**src/rtl/tap_report_tx.sv**
```systemverilog
// tap_report_tx: samples a status value on request and sends it as "T=<hex>\r\n" in 8N1 UART framing.
module tap_report_tx #(
    parameter int CLOCKFRQ    = 32000000,
    parameter int BAUDRATE    = 1000000,
    parameter int VALUE_WIDTH = 8
) (
    input  logic                   clk_i,
    input  logic                   rst_ni,
    input  logic                   report_i,
    input  logic [VALUE_WIDTH-1:0] value_i,
    output logic                   tx_o,
    output logic                   busy_o,
    output logic                   done_o
);
    localparam int DIVISOR = CLOCKFRQ / BAUDRATE;
    localparam int NDIG    = (VALUE_WIDTH + 3) / 4;
    localparam int NBYTES  = NDIG + 4;
    localparam int BW      = $clog2(DIVISOR);

    typedef enum logic [1:0] {IDLE, START, DATA, STOP} state_t;

    state_t                 state_q, state_d;
    logic [BW-1:0]          baud_q, baud_d;
    logic [2:0]             bit_q, bit_d;
    logic [4:0]             byte_q, byte_d;
    logic [VALUE_WIDTH-1:0] snap_q, snap_d;
    logic                   pend_q, pend_d;
    logic                   tx_q, tx_d;
    logic                   baud_end, last_byte;
    logic [7:0]             cur_byte;

    function automatic logic [7:0] msg_byte(input logic [4:0] idx, input logic [VALUE_WIDTH-1:0] v);
        logic [NDIG*4-1:0] pad;
        logic [3:0]        nib;
        int                sh;
        pad = (NDIG*4)'(v);
        sh  = (int'(idx) >= 2 && int'(idx) < NDIG + 2) ? 4 * (NDIG + 1 - int'(idx)) : 0;
        nib = 4'(pad >> sh);
        return idx == 5'd0 ? 8'h54 :
               idx == 5'd1 ? 8'h3D :
               int'(idx) < NDIG + 2 ? 8'(nib) + (nib < 4'd10 ? 8'h30 : 8'h37) :
               int'(idx) == NDIG + 2 ? 8'h0D : 8'h0A;
    endfunction

    assign baud_end  = baud_q == BW'(DIVISOR - 1);
    assign last_byte = byte_q == 5'(NBYTES - 1);
    assign busy_o    = state_q != IDLE;
    assign done_o    = state_q == STOP && baud_end && last_byte;
    assign tx_o      = tx_q;

    always_comb begin
        state_d  = state_q;
        baud_d   = baud_q;
        bit_d    = bit_q;
        byte_d   = byte_q;
        snap_d   = snap_q;
        pend_d   = pend_q;
        if (state_q != IDLE) begin
            baud_d = baud_end ? '0 : baud_q + 1'b1;
            pend_d = pend_q | report_i;
        end
        case (state_q)
            IDLE: if (report_i) begin
                state_d = START;
                snap_d  = value_i;
                byte_d  = '0;
            end
            START: if (baud_end) begin
                state_d = DATA;
                bit_d   = '0;
            end
            DATA: if (baud_end) begin
                bit_d   = bit_q + 1'b1;
                state_d = bit_q == 3'd7 ? STOP : DATA;
            end
            STOP: if (baud_end) begin
                // A request seen on the completing edge counts as pending too.
                if (!last_byte) begin
                    byte_d  = byte_q + 1'b1;
                    state_d = START;
                end else begin
                    state_d = (pend_q || report_i) ? START : IDLE;
                    snap_d  = (pend_q || report_i) ? value_i : snap_q;
                    byte_d  = '0;
                    pend_d  = 1'b0;
                end
            end
            default: state_d = IDLE;
        endcase
        cur_byte = msg_byte(byte_d, snap_d);
        tx_d     = state_d == START ? 1'b0 : state_d == DATA ? cur_byte[bit_d] : 1'b1;
    end

    always_ff @(posedge clk_i) begin
        if (!rst_ni) begin
            state_q <= IDLE;
            baud_q  <= '0;
            bit_q   <= '0;
            byte_q  <= '0;
            snap_q  <= '0;
            pend_q  <= 1'b0;
            tx_q    <= 1'b1;
        end else begin
            state_q <= state_d;
            baud_q  <= baud_d;
            bit_q   <= bit_d;
            byte_q  <= byte_d;
            snap_q  <= snap_d;
            pend_q  <= pend_d;
            tx_q    <= tx_d;
        end
    end
endmodule

```
**config.mk**
```make
export PLATFORM = sky130hd
export DESIGN_NAME = tap_report_tx
export DESIGN_NICKNAME = d
export VERILOG_FILES = /design/src/rtl/tap_report_tx.sv
export SDC_FILE = /design/constraint.sdc
export NUM_CORES = 1
export LEC_CHECK = 0
export CAP_MARGIN = 20
export CORE_ASPECT_RATIO = 0.9
export CORE_MARGIN = 2
export CORE_UTILIZATION = 55
export CTS_CLUSTER_SIZE = 16
export DETAILED_ROUTE_END_ITERATION = 8
export PLACE_DENSITY_LB_ADDON = 0.05
export SETUP_SLACK_MARGIN = 0.5
export SYNTH_ARGS = -nofsm -noshare
export SYNTH_HDL_FRONTEND = slang
export SYNTH_SLANG_ARGS = --single-unit
```
**constraint.sdc**
```tcl
create_clock -name clk_i -period 5.8 [get_ports clk_i]
set_clock_uncertainty 0.05 [all_clocks]
set_input_delay 1.16 -clock clk_i [delete_from_list [all_inputs] [get_ports clk_i]]
set_output_delay 1.16 -clock clk_i [all_outputs]
set_load 0.005 [all_outputs]
```
==> results.md <==
Synthesis:
- The post-synthesis simple-gate area fraction is 0.272.
- After synthesis, the mean cell area works out to 8.11 um^2.
- Of the total synthesized cell area, the portion taken by full adders, half adders and majority gates is 0.0908.
- Counting flops with an async set or reset pin after synthesis yields a share of 0.
- The number of different library cells used by synthesis comes to 69.
- For this run, the leading register cell type out of synthesis is dfxtp_1.
- Yosys mapped a number of flops with a built-in enable equal to 0.
- The sequential cell area fraction in the yosys report is 0.219.
- The number of instances in the synthesized netlist is 282.
- The warning count from the yosys run is 0.
- The area fraction in compound gates after synthesis came to 0.334.
- Of the total synthesized cell area, the portion taken by XOR and XNOR cells is 0.00383.
- The combinational family with the most area after synthesis is compound AO/OA/AOI/OAI gates.
- The number of nets in the synthesized netlist is 309.
- The mux contribution to synthesized area is 0.0186.
- The flip-flop and latch count after synthesis is 25.
- The cell area after technology mapping is 2290 um^2.

Layout:
- The layout overhead on the synthesized area is 8.70%.
- The total of fill cells in the finished design is 354.
- Measured on the finished design, the core utilization comes to 0.614.
- The repair_antennas step left the layout with diodes totalling 0.
- Leaving out fill and tap cells, the most frequent cell in the layout is dfxtp_1.
- The library cells used most frequently in the layout, excluding fill and tap cells, are dfxtp_1 (25), nor2b_1 (19), inv_1 (19).
- In the final layout, the share of cells above drive strength 1 is 0.0934.
- The number of nets in the finished design is 317.

Route:
- The routed layout has 2136 vias.
- The average wire length per cell after detail routing is 16.4 um.
- In the routed design, unresolved DRC markers number 0.
- The DRC marker count from the first detailed-route iteration is 152.
- The ratio of routed vias to standard cells is 6.34.
- Once detail routing completed, the nets flagged for antenna violations numbered 0.
- The first detailed-routing pass took 4 iterations.
- The total routed wirelength is 5.51 mm.

Floorplanning:
- The die covers 4690 um^2.
- The standard-cell row count is 22.
- The area inside the core boundary is 4050 um^2.
- In this run the horizontal extent of the chip is 72.0 um.
- The die is 65.2 um tall.
- During I/O placement, the number of pins put on the boundary was 14.
- The initial utilization of the core area, before any placement, comes to 0.565.

CTS:
- At the later pin of the worst-skew pair, clock insertion delay measures 0.28 ns.
- The number of buffers created by CTS is 3.
- The clock tree root driver cell is clkbuf_8.
- The number of clock sinks is 25.
- The number of buffers on the longest clock path is 2.
- The quantity of hold-fixing buffers added after cts is 0.
- The depth of the CTS H-tree is 1.
- TritonCTS built the clock tree.
- After clock tree synthesis, the clock-pin slew on the worst setup and hold paths is 0.10 ns.

Power and ir drop:
- VDD sags by at most 0.139 mV.
- Dividing total power by cell area gives a power density of 163 nW/um^2.
- The analysis attributes to cell leakage a power of 0.985 nW.

Placed design:
- The detailed placement HPWL is 4.04 mm.
- In this run the tool buffered the top-level ports with 13 buffer cells.
- At the end of routability-driven placement, the weighted congestion stood at 0.857.
- OpenSTA, run right after detailed placement, puts the worst setup slack at 0.485 ns.

Global routing:
- The number of global-route vias before repair was 1924.
- The first-pass GRT wire length is 9.07 mm.
- The initial antenna violation count is 0.
- The combined global-route utilization of all metal layers is 0.241.
- Entering global routing, the biggest net connects 27 pins.
- The total overflow reported by the global router is 0.

Setup path:
- STA classifies the critical path startpoint as an input port.
- The largest fanout on the critical path is 11.
- The critical path is of the in -> reg type.
- The required time of the critical path is 5.91 ns.
- STA classifies the critical path endpoint as a flop.
- The arrival time of data at the critical path endpoint is 5.22 ns.

Timing:
- The max-slew headroom at the worst pin is 0.539.
- The slew at the pin with the worst max-slew slack is 0.691 ns.
- For the finished layout, the period the worst path requires is 5.11 ns.
- Summed over all failing endpoints, the final setup total negative slack is 0 ns.
- Static timing analysis puts the maximum clock frequency at 196 MHz.
- The number of max-slew violations in the final report came to 0.
- The number of endpoints failing setup at the final stage is 0.
- Setup repair after global routing left no endpoint under its margin.
- Of the available clock period, the critical path in the final layout requires 0.880.
- Setup slack on the critical path of the routed design comes to 0.695 ns.
- The final hold violation count is 0.

Hold path:
- The type of the tightest min-delay check is reg -> reg.

Job:
- The max capacitance violation total is 0.

Run status:
- The flow ran to the end, and the final reports show no timing, DRC or antenna violations.
## metal layers
metal	GRT usage	vias to the layer above	wire length, um	share of wire
met1	0.335	999	2740	0.50
li1	-	1087	-	-
met3	0.0399	4	233	0.042
met2	0.388	46	2490	0.45
met4	0.0613	0	43	0.0078
met5	0	-	0	0
## final cells by class
type | count | area (um^2) | share of cell area
clock buffer | 3 | 41.3 | 0.0166
clock inverter | 1 | 7.51 | 0.00302
inverter | 19 | 71.3 | 0.0287
multi-input combinational | 225 | 1650 | 0.665
sequential | 25 | 500 | 0.201
tap | 48 | 60.1 | 0.0242
timing repair buffer | 16 | 153 | 0.0614
## per-stage QoR
| stage | area (um^2) | hold slack, ns | power (W) | std cells |
|---|---|---|---|---|
| floorplan | 2290 | 0.414 | 0.000264 | 282 |
| global placement | 2430 | 0.431 | 0.000293 | 333 |
| detailed placement | 2430 | 0.448 | 0.000294 | 333 |
| CTS | 2480 | 0.466 | 0.000407 | 337 |
| global route | 2490 | 0.500 | 0.000426 | 337 |
| finish | 2490 | 0.463 | 0.000404 | 337 |
## registers in the layout, indices dropped and copies added (netlist names)
name     cells
snap_q       8
baud_q       5
byte_q       5
bit_q        3
state_q      2
pend_q       1
tx_o         1
## synth_stat cells (all sizes together) (2+ instances only)
master   instances  area [um^2]
a2111oi          2         36.3
a211o            2         17.5
a211oi           2         15.0
a21boi           4         30.0
a21o             3         22.5
a21oi           18          105
a22o             6         52.6
a22oi            7         57.6
a31oi            3         18.8
and2            11         68.8
and3             6         37.5
and4             3         26.3
buf              9         55.1
clkbuf           4         15.0
dfxtp           25          500
ha              15          188
inv             19         71.3
mux2i            3         42.5
nand2           12         45.0
nand2b           3         26.3
nand3            4         20.0
nand4            7         56.3
nand4b           2         17.5
nor2            17         63.8
nor2b           19          119
nor3             7         35.0
nor3b            4         35.0
o2111ai          2         23.8
o211ai           6         45.0
o21a             3         23.8
o21ai           15         75.1
o221a            2         22.5
o22ai            3         18.8
o31a             5         43.8
o31ai            6         45.0
or2              3         18.8
## kinds of logic after synthesis
family / after synthesis
AND/OR/NAND/NOR: 104
adder cells (fa/ha/maj): 16
flip-flops: 25
buffers and inverters: 32
AO/OA/AOI/OAI: 101
XOR/XNOR: 1
multiplexers: 3
## final timing paths
path,from,endpoint,slack (ns),cells after the start
hold / removal,baud_q[3],baud_q[3],0.46,2
hold reg to reg,baud_q[3],baud_q[3],0.46,2
setup / recovery,report_i,tx_o,0.69,18
setup reg to reg,state_q[0],tx_o,1.09,18
## where the power goes
part | switching (W) | internal (W)
registers | 0.00000622 | 0.000179
clock network | 0.0000630 | 0.0000489
logic | 0.0000591 | 0.0000476
total | 0.000128 | 0.000276
## critical path: stages
cell,delay (ns)
clkdlybuf4s50_1,0.56
nor2b_1,0.07
buf_4,0.17
or2_2,0.32
o21ai_0,0.18
o31ai_1,0.13
inv_1,0.09
ha_1,0.25
inv_1,0.06
o2111a_1,0.38
nor2_1,0.29
ha_1,0.24
fa_1,0.43
o221a_2,0.29
o41ai_1,0.28
a221oi_1,0.10
o21ai_0,0.11
o211ai_1,0.11
## what timing repair did
action,in CTS,in global routing
endpoints found under the setup margin,0,1
setup buffers,0,0
endpoints found under the hold margin,0,0
resized for setup,0,2
(Power assumes the default switching activity.)
